File: config.mk
export PLATFORM = sky130hd
export DESIGN_NAME = bus_target_timer
export DESIGN_NICKNAME = d
export VERILOG_FILES = /design/src/rtl/bus_target_timer.sv
export SDC_FILE = /design/constraint.sdc
export NUM_CORES = 1
export LEC_CHECK = 0
export CELL_PAD_IN_SITES_DETAIL_PLACEMENT = 1
export CELL_PAD_IN_SITES_GLOBAL_PLACEMENT = 1
export CORE_UTILIZATION = 35
export CTS_CLUSTER_SIZE = 40
export DETAILED_ROUTE_END_ITERATION = 7
export DONT_BUFFER_PORTS = 1
export PLACE_DENSITY_LB_ADDON = 0.1
export SYNTH_ARGS = -nofsm -noshare
export SYNTH_HDL_FRONTEND = slang
export SYNTH_SLANG_ARGS = --single-unit
File: constraint.sdc
create_clock -name CLK -period 3.35 [get_ports CLK]
set_input_delay 0.5025 -clock CLK [delete_from_list [all_inputs] [get_ports CLK]]
set_output_delay 0.5025 -clock CLK [all_outputs]
set_load 0.02 [all_outputs]
File: src/rtl/bus_target_timer.sv
// Memory-mapped bus target with wait-state insertion, a 16-bit down-counter timer and a scratch register.
// Optional watchdog escalating an unserviced IRQ to NMI: define BUS_TARGET_WATCHDOG_EN.
module bus_target_timer #(
  parameter logic [15:0] BASE_ADDR   = 16'hD000,
  parameter int          WAIT_CYCLES = 2
) (
  input  logic        CLK,
  input  logic        RST_N,
  input  logic [15:0] ADDRESS,
  input  logic        RW,
  input  logic [7:0]  CPU_DATA_OUT,
  output logic [7:0]  CPU_DATA_IN,
  output logic        RDY,
  output logic        IRQ,
  output logic        NMI
);

  localparam logic [3:0] WAIT_INIT = 4'((WAIT_CYCLES > 0) ? WAIT_CYCLES - 1 : 0);

  typedef enum logic [1:0] {S_IDLE, S_WAIT, S_DONE} state_t;

  state_t      state, state_nxt;
  logic [3:0]  wait_cnt, wait_nxt;
  logic [15:0] lat_addr;
  logic        lat_rw;
  logic        latch, cmpl, hold_rd, rdy_c;
  logic [2:0]  acc_off;
  logic        acc_rw;
  logic        hit, same, wr;
  logic [7:0]  rdata;

  logic [7:0]  reload_lo, reload_hi, scratch;
  logic [15:0] count;
  logic        en, irq_en, auto_rl, exp_q, irq_q, tick, w1c;

  assign hit  = (ADDRESS[15:3] == BASE_ADDR[15:3]);
  assign same = ({ADDRESS, RW} == {lat_addr, lat_rw});

  always_comb begin
    state_nxt = state;
    wait_nxt  = wait_cnt;
    latch     = 1'b0;
    cmpl      = 1'b0;
    hold_rd   = 1'b0;
    rdy_c     = 1'b1;
    acc_off   = ADDRESS[2:0];
    acc_rw    = RW;
    case (state)
      S_WAIT: begin
        acc_off = lat_addr[2:0];
        acc_rw  = lat_rw;
        if (!hit) begin
          // address left the window: drop the access without side effects
          rdy_c     = 1'b0;
          state_nxt = S_IDLE;
        end else if (wait_cnt == 4'd0) begin
          cmpl      = 1'b1;
          state_nxt = S_DONE;
        end else begin
          rdy_c    = 1'b0;
          wait_nxt = wait_cnt - 4'd1;
        end
      end
      default: begin
        if (state == S_DONE && same) begin
          hold_rd = RW;
        end else if (hit) begin
          latch = 1'b1;
          if (WAIT_CYCLES > 0) begin
            rdy_c     = 1'b0;
            wait_nxt  = WAIT_INIT;
            state_nxt = S_WAIT;
          end else begin
            cmpl      = 1'b1;
            state_nxt = S_DONE;
          end
        end else begin
          state_nxt = S_IDLE;
        end
      end
    endcase
  end

  always_ff @(posedge CLK or negedge RST_N) begin
    if (!RST_N) begin
      state    <= S_IDLE;
      wait_cnt <= 4'd0;
      lat_addr <= 16'h0000;
      lat_rw   <= 1'b0;
    end else begin
      state    <= state_nxt;
      wait_cnt <= wait_nxt;
      if (latch) begin
        lat_addr <= ADDRESS;
        lat_rw   <= RW;
      end
    end
  end

  always_comb begin
    rdata = 8'h00;
    case (acc_off)
      3'd0: rdata = reload_lo;
      3'd1: rdata = reload_hi;
      3'd2: rdata = {5'b0, auto_rl, irq_en, en};
      3'd3: rdata = {7'b0, exp_q};
      3'd4: rdata = scratch;
      3'd5: rdata = count[7:0];
      3'd6: rdata = count[15:8];
      default: rdata = 8'h00;
    endcase
  end

  // Reset forces the bus idle even if ADDRESS still points into the window.
  assign RDY         = rdy_c | ~RST_N;
  assign CPU_DATA_IN = (RST_N && ((cmpl && acc_rw) || hold_rd)) ? rdata : 8'h00;

  assign wr   = cmpl & ~acc_rw;
  assign tick = en & (count == 16'h0000);
  assign w1c  = wr & (acc_off == 3'd3) & CPU_DATA_OUT[0];

  always_ff @(posedge CLK or negedge RST_N) begin
    if (!RST_N) begin
      reload_lo <= 8'h00;
      reload_hi <= 8'h00;
      scratch   <= 8'h00;
      count     <= 16'h0000;
      en        <= 1'b0;
      irq_en    <= 1'b0;
      auto_rl   <= 1'b0;
      exp_q     <= 1'b0;
      irq_q     <= 1'b0;
    end else begin
      if (wr && acc_off == 3'd0) reload_lo <= CPU_DATA_OUT;
      if (wr && acc_off == 3'd1) reload_hi <= CPU_DATA_OUT;
      if (wr && acc_off == 3'd4) scratch   <= CPU_DATA_OUT;
      if (wr && acc_off == 3'd2) {auto_rl, irq_en, en} <= CPU_DATA_OUT[2:0];
      else if (tick && !auto_rl) en <= 1'b0;
      if (tick)     exp_q <= 1'b1;
      else if (w1c) exp_q <= 1'b0;
      // a RELOAD_HI write takes precedence over counting
      if (wr && acc_off == 3'd1) count <= {CPU_DATA_OUT, reload_lo};
      else if (en) begin
        if (count != 16'h0000) count <= count - 16'h0001;
        else if (auto_rl)      count <= {reload_hi, reload_lo};
      end
      irq_q <= exp_q & irq_en;
    end
  end

  assign IRQ = irq_q;

`ifdef BUS_TARGET_WATCHDOG_EN
  logic [7:0] wd_cnt;
  logic       nmi_q;

  always_ff @(posedge CLK or negedge RST_N) begin
    if (!RST_N) begin
      wd_cnt <= 8'h00;
      nmi_q  <= 1'b0;
    end else begin
      // clearing on W1C too keeps the trailing IRQ cycle from re-arming NMI
      if (w1c || !irq_q)       wd_cnt <= 8'h00;
      else if (wd_cnt != 8'hFF) wd_cnt <= wd_cnt + 8'h01;
      if (w1c)                                nmi_q <= 1'b0;
      else if (irq_q && wd_cnt == 8'hFF)      nmi_q <= 1'b1;
    end
  end

  assign NMI = nmi_q;
`else
  assign NMI = 1'b0;
`endif

endmodule

==> results.yml <==
sta:
  fmax_mhz: 315
  hold_viol: 0
  clock_skew_ps: 6.50
  finalSetupViolCount: 0
  whs_ps: 32.6
  worst_slew_pin_slew_ps: 769
  slew_viol_final: 0
  timing.final.crit_share_pct: 94.9
  slew_headroom_pct: 48.4
  post-route-min-period_ps: 3180
  rsz0062_at_grt: "yes"
  finalSetupTns_ps: 0
final_layout:
  fin_nets: 437
  drive_gt1_share_pct: 17.5
  final_cell_area_um2: 4450
  multiInputGateArea_um2: 2120
  syn2layout_area_growth_pct: 12.0
  antenna-diode-count: 0
  final_cells: 552
  seq_area_um2: 1700
  nFillCells: 1262
synth:
  syn_area_um2: 3980
  synth.area.top_cells: "dfrtp_1 (43%), mux2_2 (7.4%), nand2_1 (4.7%)"
  synth_most_common_cell: "dfrtp_1"
  yosysUniqueCellTypes: 64
  ys_seq_elements: 68
  syn_avg_cell_area_um2: 9.96
  mappedNetlistNets: 429
  yosysSeqAreaShare_pct: 42.8
  ys_async_sr_fraction_pct: 100
  syn_inst: 399
  synth_ff_type: "dfrtp_1"
  synth_largest_area_cell: "dfrtp_1"
  ys_warn_count: 0
  synth_edf_count: 0
  synthTopCellsByCount: "dfrtp_1 (68), nand2_1 (50), mux2_2 (26), nor2_1 (26), o21ai_0 (21)"
  yosysTopAreaCellShare_pct: 42.8
drt:
  via_count: 3202
  first_iter_violations: 149
  drc_errors: 0
  wl_met2_mm: 5.30
  via_per_inst: 5.80
  met3RoutedLength_um: 640
  top_layer_used: "met4"
  wl_met1_mm: 5.60
  ant_nets: 0
  wl_per_cell_um: 21.3
  first_pass_iters: 4
  wirelength_mm: 11.7
placement:
  dp_hpwl_mm: 8.51
  placed_cells: 535
  gp_congestion: 0.851
  portBuffers: 0
  postPlaceCellArea_um2: 4120
clocking:
  clk_latency_ps: 340
  clock_path_buffers: 2
  tritoncts: "done"
  cts_sinks: 68
  cts_htree_levels: 3
  clk_pin_slew_worst_paths_ps: 60
  cts_setup_buffers: 0
  root_buffer: "clkbuf_16"
  cts_buffers: 9
global_route:
  grt_first_pass_wirelength_mm: 19.3
  grt_remaining_overflow: 0
  grtUsageTotal_pct: 22.2
  first_global_vias: 3350
  grt_max_degree: 69
  antenna_found_initial: 0
power_and_ir_drop:
  clockPowerShare_pct: 51.6
  switching_power_uw: 435
  p_per_area_nw_per_um2: 419
  seq_power_share_pct: 44.1
  pwr-share-comb_pct: 4.2
  power_leakage_uw: 0.00190
  ir_drop_v: 0.000300
  sw_frac_of_total_pct: 23.3
  internal-power_uw: 1430
worst_setup_path:
  critPathLaunchType: "register"
  critPathMaxFanout: 8
  cp.required_ps: 2850
  end_kind: "primary output"
  worstSetupPathType: "register to primary output"
  arrival_ps: 2680
floorplan:
  fp.coreArea_um2: 10900
  die_area_um2: 11800
  initial_core_util_pct: 36.4
  die_w_um: 109
  rows: 38
  die-height_um: 109
  ios: 38
status:
  status: "finished, final reports clean"
flow_run:
  maxCapViolCount: 0
hold_path:
  min_path_type: "primary input to asynchronous set/reset pin"
[flip-flops by register name, summed over array words and instances (netlist names), 2 cells and up]
name       cells
wait_cnt       4
scratch        8
reload_hi      8
count         16
reload_lo      8
lat_addr      16
state          2
[power by group through the flow]
| stage | clock network, uW | registers (uW) | logic [uW] |
|---|---|---|---|
| finish | 962 | 823 | 78.7 |
| detailed placement | 0 | 838 | 58.1 |
| floorplan | 0 | 838 | 46.9 |
| global placement | 0 | 838 | 58.1 |
| global route | 1020 | 822 | 87.9 |
| CTS | 992 | 823 | 79.8 |
[layout by cell type (no fill, tap or decap), types with 3 or more instances in the layout]
| cell | count |
|---|---|
| nor4b_1 | 3 |
| clkbuf_16 | 9 |
| o22a_1 | 4 |
| nor3_1 | 13 |
| nand3_2 | 3 |
| o21ai_0 | 21 |
| a2bb2oi_1 | 3 |
| nand3_1 | 9 |
| xor2_1 | 4 |
| a22o_1 | 4 |
| clkinvlp_4 | 3 |
| a221oi_1 | 3 |
| and2_1 | 12 |
| nor2_1 | 26 |
| o2bb2ai_1 | 8 |
| dfrtp_1 | 68 |
| a21oi_1 | 17 |
| a222oi_1 | 3 |
| o21ai_1 | 3 |
| inv_1 | 7 |
| a31oi_1 | 3 |
| buf_4 | 14 |
| nand2b_1 | 5 |
| ha_1 | 3 |
| nand4_1 | 9 |
| nand2_1 | 50 |
| mux2i_1 | 11 |
| xnor2_1 | 16 |
| mux2_2 | 26 |
[worst max-delay path: stages, from the launching register on]
cell and delay (ps):
dfrtp_1 440, xnor2_1 240, nand2_1 70, or4bb_1 520, o32ai_1 250, nand2_1 320
nor2_1 490
[per-stage QoR]
stage	utilization [%]	total power, uW	setup slack (ps)
floorplan	-	885	804
global placement	37.6	896	388
detailed placement	37.6	896	371
CTS	40.6	1890	73.6
global route	40.7	1930	-25.6
finish	40.7	1860	171
[layer usage]
layer	global-route usage (%)	up-vias
met5	0	-
met3	4.88	15
met2	33.5	74
met1	30.9	1630
li1	-	1483
met4	8.20	0
[path summary, 6_finish.rpt]
kind	to	slack (ps)	cells after the start	startpoint
setup / recovery	CPU_DATA_IN[4]	170	6	lat_addr[1]
max in group asynchronous	reload_hi[7]	3010	1	RST_N
hold reg to reg	lat_addr[12]	510	1	lat_addr[12]
min in group CLK	reload_hi[6]	270	2	CPU_DATA_OUT[6]
hold / removal	wait_cnt[3]	30	1	RST_N
setup reg to reg	count[8]	830	6	state[1]
[kinds of logic after synthesis]
group	count (synthesis)	share of synthesized area [%]
DFF	68	42.8
other	1	0.0943
and+or+nand+nor	156	21.9
buffers and inverters	25	4.19
muxes	39	10.8
xor gates and xnor gates	20	4.41
AOI/OAI and AO/OA	87	14.9
adders and majority gates	3	0.944
[repair_timing]
item | 4_1_cts | 5_1_grt
endpoints found under the setup margin | 0 | 5
gates resized for setup | 0 | 2
hold buffers | 1 | 0
endpoints found under the hold margin | 68 | 0
[cell type report]
cell class              count  area share, %
clock inverters             7           1.69
multi-input cells         306           47.5
inverters                   7          0.590
flip-flops and latches     68           38.2
well taps                 140           3.93
repair buffers             15           2.98
clock buffers               9           5.06
(Power assumes the default switching activity.)
